===== config.mk =====
export PLATFORM = sky130hd
export DESIGN_NAME = data_cal_pipe_flat
export DESIGN_NICKNAME = d
export VERILOG_FILES = /design/src/rtl/data_cal_pipe_if.sv /design/src/rtl/data_cal_pipe.sv /design/src/flat_wrapper.sv
export SDC_FILE = /design/constraint.sdc
export NUM_CORES = 1
export LEC_CHECK = 0
export ABC_AREA = 1
export BUFFER_PORTS_ARGS = -buffer_cell sky130_fd_sc_hd__buf_2
export CAP_MARGIN = 20
export CORE_MARGIN = 3
export CORE_UTILIZATION = 30
export CTS_CLUSTER_SIZE = 14
export DETAILED_ROUTE_END_ITERATION = 10
export GPL_TIMING_DRIVEN = 0
export SLEW_MARGIN = 0
export SYNTH_ARGS = -nofsm -noshare
export SYNTH_HDL_FRONTEND = slang
export SYNTH_SLANG_ARGS = --single-unit

===== constraint.sdc =====
create_clock -name clk -period 2.73 [get_ports clk]
set_input_delay 0.4095 -clock clk [delete_from_list [all_inputs] [get_ports clk]]
set_output_delay 0.4095 -clock clk [all_outputs]
set_load 0.05 [all_outputs]

===== src/rtl/data_cal_pipe_if.sv =====
// Request/result bundle for data_cal_pipe: request strobe, data word, field select, op mode, result.
// Pure wiring, no latency of its own.
// No backpressure signals: the requester may issue every cycle and results are never stalled.
interface data_cal_pipe_if #(
  parameter int NIB_W = 4,
  parameter int NIB_N = 4
);
  localparam int SEL_W  = $clog2(NIB_N);
  localparam int DATA_W = NIB_W * NIB_N;

  logic              in_valid;
  logic [DATA_W-1:0] d;
  logic [SEL_W-1:0]  sel;
  logic [1:0]        mode;
  logic [NIB_W:0]    out;
  logic              validout;
  logic              nodata;

  // Requester side
  modport master (
    output in_valid, d, sel, mode,
    input  out, validout, nodata
  );

  // Pipeline side
  modport slave (
    input  in_valid, d, sel, mode,
    output out, validout, nodata
  );
endinterface


===== src/rtl/data_cal_pipe.sv =====
// Loads a word of NIB_N fields, then computes add/abs-diff/max/sat-accumulate of field 0 vs field sel.
// Latency: result (validout or nodata) one cycle after the accepting edge; loads produce no result.
// Backpressure: none; one request per cycle is always accepted, results emerge in request order.
module data_cal_pipe #(
  parameter int NIB_W = 4,
  parameter int NIB_N = 4
) (
  input  logic          clk,
  input  logic          rst,
  data_cal_pipe_if.slave bus
);
  localparam int SEL_W  = $clog2(NIB_N);
  localparam int DATA_W = NIB_W * NIB_N;

  // Latched data word and "a load has happened" flag
  logic [DATA_W-1:0] data_q;
  logic              loaded_q;

  // Stage-1 registers
  logic              s1_vld;
  logic              s1_ld;
  logic              s1_err;
  logic [NIB_W-1:0]  s1_a;
  logic [NIB_W-1:0]  s1_b;
  logic [1:0]        s1_mode;

  // Saturating accumulator
  logic [NIB_W:0]    acc_q;

  // Stage-2 combinational result
  logic [NIB_W:0]    a_x;
  logic [NIB_W:0]    b_x;
  logic [NIB_W+1:0]  acc_sum;
  logic [NIB_W:0]    res;

  logic              req_ld;
  logic              s1_cmp_ok;

  assign req_ld    = bus.in_valid && (bus.sel == '0);
  assign s1_cmp_ok = s1_vld && !s1_ld && !s1_err;

  // Capture loads into the data register; operands always come from the latched word, never live d
  always_ff @(posedge clk or negedge rst) begin
    if (!rst) begin
      data_q   <= '0;
      loaded_q <= 1'b0;
    end else if (req_ld) begin
      data_q   <= bus.d;
      loaded_q <= 1'b1;
    end
  end

  // Stage 1: register operands, mode and request type at the accepting edge
  always_ff @(posedge clk or negedge rst) begin
    if (!rst) begin
      s1_vld  <= 1'b0;
      s1_ld   <= 1'b0;
      s1_err  <= 1'b0;
      s1_a    <= '0;
      s1_b    <= '0;
      s1_mode <= '0;
    end else begin
      s1_vld  <= bus.in_valid;
      s1_ld   <= (bus.sel == '0);
      s1_err  <= !loaded_q;
      s1_a    <= data_q[NIB_W-1:0];
      s1_b    <= data_q[int'(bus.sel)*NIB_W +: NIB_W];
      s1_mode <= bus.mode;
    end
  end

  // Stage 2 datapath: all four operations in parallel, mode picks one
  always_comb begin
    a_x     = {1'b0, s1_a};
    b_x     = {1'b0, s1_b};
    acc_sum = {1'b0, acc_q} + {2'b00, s1_b};
    res     = '0;
    case (s1_mode)
      2'd0: res = a_x + b_x;
      2'd1: res = (s1_a >= s1_b) ? (a_x - b_x) : (b_x - a_x);
      2'd2: res = (s1_a >= s1_b) ? a_x : b_x;
      default: res = acc_sum[NIB_W+1] ? '1 : acc_sum[NIB_W:0];
    endcase
  end

  // Stage 2 outputs: strobes last one cycle, out holds between results
  always_ff @(posedge clk or negedge rst) begin
    if (!rst) begin
      bus.out      <= '0;
      bus.validout <= 1'b0;
      bus.nodata   <= 1'b0;
    end else begin
      bus.validout <= s1_cmp_ok;
      bus.nodata   <= s1_vld && !s1_ld && s1_err;
      if (s1_cmp_ok) begin
        bus.out <= res;
      end
    end
  end

  // Accumulator: a newly accepted load clears it and wins over an older compute finishing this edge
  always_ff @(posedge clk or negedge rst) begin
    if (!rst) begin
      acc_q <= '0;
    end else if (req_ld) begin
      acc_q <= '0;
    end else if (s1_cmp_ok && (s1_mode == 2'd3)) begin
      acc_q <= res;
    end
  end
endmodule


===== src/flat_wrapper.sv =====
// flat-port wrapper written by rule: the top's interface ports become plain ports
module data_cal_pipe_flat 
#(
  parameter int NIB_W = 4,
  parameter int NIB_N = 4
)
  (clk, rst, bus_in_valid, bus_d, bus_sel, bus_mode, bus_out, bus_validout, bus_nodata);
  data_cal_pipe_if #(.NIB_W(NIB_W), .NIB_N(NIB_N)) bus_i ();
  input  logic clk;
  input  logic rst;
  input wire logic [$bits(bus_i.in_valid)-1:0] bus_in_valid;
  input wire logic [$bits(bus_i.d)-1:0] bus_d;
  input wire logic [$bits(bus_i.sel)-1:0] bus_sel;
  input wire logic [$bits(bus_i.mode)-1:0] bus_mode;
  output wire logic [$bits(bus_i.out)-1:0] bus_out;
  output wire logic [$bits(bus_i.validout)-1:0] bus_validout;
  output wire logic [$bits(bus_i.nodata)-1:0] bus_nodata;
  assign bus_i.in_valid = bus_in_valid;
  assign bus_i.d = bus_d;
  assign bus_i.sel = bus_sel;
  assign bus_i.mode = bus_mode;
  assign bus_out = bus_i.out;
  assign bus_validout = bus_i.validout;
  assign bus_nodata = bus_i.nodata;
  data_cal_pipe #(.NIB_W(NIB_W), .NIB_N(NIB_N)) u_core (.clk(clk), .rst(rst), .bus(bus_i));
endmodule

# Word level (Yosys, flattened, before mapping)
# Index checks and enable logic that the tools add are counted.
[totals] ff_bits=42 latch_bits=0 mem_bits_rw=0 mem_bits_ro=0 output_inout_bits=7 word_cells=38 mem_count=0
[classes] add_sub_neg=4 n_mul=0 div=0 order_cmp=1 eq_ne=3 shifts=1 n_mux=6 bitwise=0 reduce_logical=11
[ops] cell="$mux 5" count=4
[ops] cell="$shiftx 16x5->4" count=1
[ops] cell="$pmux 5 s3" count=1
[ops] cell="$sub 4x4->5" count=2
[ops] cell="$add 5x4->6" count=1
[ops] cell="$add 4x4->5" count=1
[ops] cell="$logic_and 1x1->1" count=5
[ops] cell="$eq 2x2->1 const B" count=2
[ops] cell="$ge 4x4->1" count=1
[ops] cell="$logic_not 2->1" count=2
[ops] cell="$mux 4" count=1
[ops] cell="$logic_not 1->1" count=3
[ops] cell="$eq 2x1->1 const B" count=1
[ops] cell="$reduce_bool 2->1" count=1

# Logic depth before layout (Yosys ltp)
[logic_depth] ltp_word=6 depth_mapped=13

# Least setup slack after synthesis
# No wires, ideal clock.
[synth_path] kind="register -> register" start="reg u_core.s1_b[1]" end="reg u_core.bus.out[2]" setup_time_ns=0.118 t_arrival_ns=1.684 required_time_ns=2.612 setup_slack_ns=0.928 path_stages_with_launch=9 synth_period_minus_slack_ns=1.802 cell_sequence="dfrtp_1 -> inv_1 -> fa_1 -> or2_2 -> nand3_1 -> nand2_1 -> nand3b_1 -> nand3_1 -> nand2_1"
[synth_between] elab_chain_cells=3
[synth_rtl] element="from (decl)" line="data_cal_pipe.sv:24" source="logic [NIB_W-1:0] s1_b;"
[synth_rtl] element="from (signal assigned)" line="data_cal_pipe.sv:67" source="s1_b <= data_q[int'(bus.sel)*NIB_W +: NIB_W];"
[synth_rtl] element="$add 5x4->6 (tied with other cells)" line="data_cal_pipe.sv:76" source="acc_sum = {1'b0, acc_q} + {2'b00, s1_b};"
[synth_rtl] element="$mux 5 (tied with other cells)" line="data_cal_pipe.sv:82" source="default: res = acc_sum[NIB_W+1] ? '1 : acc_sum[NIB_W:0];"
[synth_rtl] element="$pmux 5 s3 (*)" line="data_cal_pipe.sv:78" source="case (s1_mode)"
[synth_rtl] element="to (signal assigned)" line="data_cal_pipe.sv:96" source="bus.out <= res;"
[synth_rtl] element="to (decl)" line="data_cal_pipe_if.sv:28" source="output out, validout, nodata"
# Mark *: on every way between the ends. The rest lies on a longest branch, timed or not.
# A chain may end at the register's enable or synchronous reset.

# Final worst setup path
[layout_path] start="reg u_core.s1_b[1]" end="reg u_core.acc_q[0]"
[layout_between] elab_chain_cells=5
[layout_rtl] element="$add 5x4->6 / $ge 4x4->1 (equally long branches)" line="data_cal_pipe.sv:76, data_cal_pipe.sv:80, data_cal_pipe.sv:81"
[layout_rtl] element="$mux 5 (tied with other cells)" line="data_cal_pipe.sv:82"
[layout_rtl] element="$pmux 5 s3 (*)" line="data_cal_pipe.sv:78"
[layout_rtl] element="$mux 5 (*)" line="data_cal_pipe.sv:107" source="end else if (s1_cmp_ok && (s1_mode == 2'd3)) begin"
[layout_rtl] element="$mux 5 (*)" line="data_cal_pipe.sv:105" source="end else if (req_ld) begin"
[layout_rtl] element="to (signal assigned)" line="data_cal_pipe.sv:108" source="acc_q <= res;"
[layout_rtl] element="to (decl)" line="data_cal_pipe.sv:28" source="logic [NIB_W:0] acc_q;"
# Mark *: on every way between the ends. The rest lies on a longest branch, timed or not. The select of a mux whose other input is x is not followed.

==> flow_summary.yaml <==
floorplan:
  num_io_pins: 30
  die_w_um: 95.81
  core_box_area_mm2: 0.007767
  initial_utilization_pct: 31.15
  core.rowCount: 32
  die_h_um: 95.81
  overall_die_area_mm2: 0.009180
timing:
  timing.setup.tns_ns: 0
  slew_viol_final: 0
  hold_viol_final: 0
  layout_worst_path_cycle_share_pct: 76.24
  timing.clock.skew_ns: 0.01080
  achievable-frequency_mhz: 480.5
  max_slew.worst_pin.slew_ns: 0.9115
  rsz_0062_raised_after_global_routing: "no"
  setup_violations: 0
  relative_slew_slack_pct: 39.23
  worst_hold_slack_ns: 0.2191
  finalCriticalPeriod_ns: 2.081
finish:
  synthToLayoutAreaGrowth_pct: 14.63
  fin_nets: 379
  diodes: 0
  fillCellCount: 843
  final_layout_size_suffix_gt1_share_pct: 14.84
  regArea_mm2: 0.001051
  multi_input_logic_area_mm2: 0.001205
grt:
  grt_first_pass_wirelength_um: 8611
  first_global_vias: 1850
  grt_util_all_layers_pct: 12.09
  grt_antenna_before_repair: 0
  grt_overflow_total: 0
  maximum_number_of_pins_on_one_net_before_global_route_repair: 43
run:
  maxCapViolCount: 0
outcome:
  status: "complete, no violations"
worst_setup_path:
  cpLargestDelayFamily: "simple AND/OR/NAND/NOR gates"
  cp_max_delay_cell: "dfrtp_1"
  startpoint_type: "flop"
  crit_chain: "inv_1 -> ha_1 -> nand2_1 -> inv_1 -> nand2_1 -> nand2_4 -> nand2_4 -> nand2_4 -> nand2_1 -> nand3_1 -> nand3_1 -> nand2_1 -> nand2_1"
  critical-path-max-stage-delay_ns: 0.51
  worstPathBufferInverterCount: 2
  path_max_fanout: 7
  worst_ep_arrival_time_ns: 2.25
  worst_path_most_repeated_cell: "nand2_1"
  worst-endpoint-required_ns: 2.90
  endpoint_kind: "flop"
  crit_type: "reg -> reg"
route:
  route.vias.total: 1976
  detail_route.iter0.violations: 76
  number_of_nets_still_failing_antenna_checks_after_routing: 0
  post_dr_vias_cell: 4.501
  routed_length_per_placed_instance_um: 11.54
  detailedRoute.firstPassIterationCount: 4
  drt_wl_total_um: 5065
  remaining_drc_errors: 0
logic_synthesis:
  post_synth_num_cell_types: 28
  yosysTopAreaCellShare_pct: 43.43
  synthesis_stage_register_bit_count: 42
  post_synth_instance_area_mm2: 0.002420
  yosysWarnings: 0
  synth_nets: 344
  netlist_instances: 301
  netlist_top_cells_area: "dfrtp_1 (43%), nand2_1 (18%), ha_1 (8.3%)"
  synth_seq_area_share_pct: 43.43
  area_leader_netlist: "dfrtp_1"
  postSynthAreaPerCell_um2: 8.039
power_and_ir_drop:
  seq_power_share_pct: 42.4
  switchingPower_uw: 725.3
  internal-power_mw: 1.137
  leakagePower_nw: 1.521
  comb_power_share_pct: 36.7
  power_frac_clock_pct: 20.9
  power-per-cell-area_mw_per_mm2: 671.2
  power.total_mw: 1.862
  vdd.ir_drop.worst_mv: 0.2400
  power_switching_share_pct: 38.95
cts:
  hold_buffers: 0
  clock-root-buffer: "clkbuf_8"
  path_clk_slew_ns: 0.08
  cts.htree.levels: 2
  clock_buffers_created_by_tritoncts: 5
  cts_resized: 0
  postCtsSetupRepairBufs: 0
  clock_latency_ns: 0.29
  cts-root-to-sink-buffers: 2
  tritoncts: "built"
  tritoncts_num_sinks: 42
placement:
  portBuffers: 28
  gpl.final_weighted_congestion: 0.8513
  dp_hpwl_um: 3965
worst_hold_path:
  worstHoldPathType: "in -> reg"
-- layout make-up --
cell class	instances	share of cell area [%]
well taps	102	4.601
clock inverters	2	0.4962
plain buffers	5	1.173
inverters	35	4.736
clock buffers	6	2.616
flip-flops and latches	42	37.89
repair buffers	28	5.052
multi-input cells	219	43.44
-- cells in the mapped netlist, drive strengths merged --
library cell,instances
inv,35
nand3,28
ha,16
nand4,1
nor3,2
nand2,117
clkbuf,1
o22ai,4
dfrtp,42
nor3b,1
o211ai,1
nand3b,1
xnor2,3
xor2,1
nor2,17
or2,1
buf,4
a21oi,10
fa,4
o21ai,12
-- state kept, by name, indices dropped and copies added, names as in the netlist --
register             flops
u_core.data_q           16
u_core.acc_q             5
u_core.bus.out           5
u_core.s1_a              4
u_core.s1_b              4
u_core.s1_mode           2
u_core.bus.nodata        1
u_core.bus.validout      1
u_core.loaded_q          1
u_core.s1_err            1
u_core.s1_ld             1
u_core.s1_vld            1
-- per-stage QoR --
step           instance area (µm²)  util [%]  std cells  worst slack, ns
2_1_floorplan                 2420         -        301           0.9279
3_3_place_gp                  2688     34.60        431           0.6674
3_5_place_dp                  2688     34.60        431           0.6324
4_1_cts                       2774     35.71        439           0.6204
5_1_grt                       2774     35.71        439           0.3967
6_report                      2774     35.71        439           0.6487
-- kinds of logic (layout without fill, tap and decap cells) --
group	count (synthesis)	in the layout	synth area share, %
flops	42	42	43.43
simple gates	168	168	30.40
xor+xnor	4	4	1.448
buf+inv	40	76	6.773
fa+ha+maj	20	20	11.58
compound gates	27	27	6.360
-- power groups by stage --
stage	registers [mW]	logic, mW	clock network [mW]
global placement	0.801	0.674	0
detailed placement	0.804	0.683	0
floorplan	0.856	0.459	0
global route	0.804	0.790	0.434
finish	0.789	0.683	0.390
CTS	0.792	0.687	0.407
-- layer usage --
layer  routed length, µm  GRT usage, %
met1                2404         16.73
met2                2374         18.82
met3                 239         2.893
met4                  46         3.436
met5                   0             0
-- path summary, 6_finish.rpt --
kind | startpoint | to | slack (ns) | cells past startpoint
worst max-delay path | u_core.s1_b[1] | u_core.acc_q[0] | 0.65 | 13
worst min-delay path | bus_mode[1] | u_core.s1_mode[1] | 0.22 | 1
worst max register to register | u_core.s1_b[1] | u_core.acc_q[0] | 0.65 | 13
worst min register to register | u_core.loaded_q | u_core.s1_err | 0.42 | 1
max in group asynchronous | rst | u_core.s1_b[2] | 1.91 | 1
min in group asynchronous | rst | u_core.s1_mode[1] | 0.24 | 1
-- cell usage in the layout, fill, tap and decap left out, drive strengths merged --
master  netlist  routed
nand3b        1       1
nand4         1       1
o21ai        12      12
inv          35      35
nand3        28      28
buf           4      32
clkbuf        1       7
xnor2         3       3
ha           16      16
nor2         17      17
nor3          2       2
o211ai        1       1
xor2          1       1
nand2       117     117
nor3b         1       1
clkinv        0       2
dfrtp        42      42
o22ai         4       4
a21oi        10      10
fa            4       4
or2           1       1
-- worst register-to-register path, stage by stage (launching register included) --
cell and delay (ns):
dfrtp_1 0.51, inv_1 0.19, ha_1 0.34, nand2_1 0.05, inv_1 0.10, nand2_1 0.10, nand2_4 0.09, nand2_4 0.08
nand2_4 0.10, nand2_1 0.06, nand3_1 0.08, nand3_1 0.11, nand2_1 0.10, nand2_1 0.06
(Power assumes the default switching activity.)
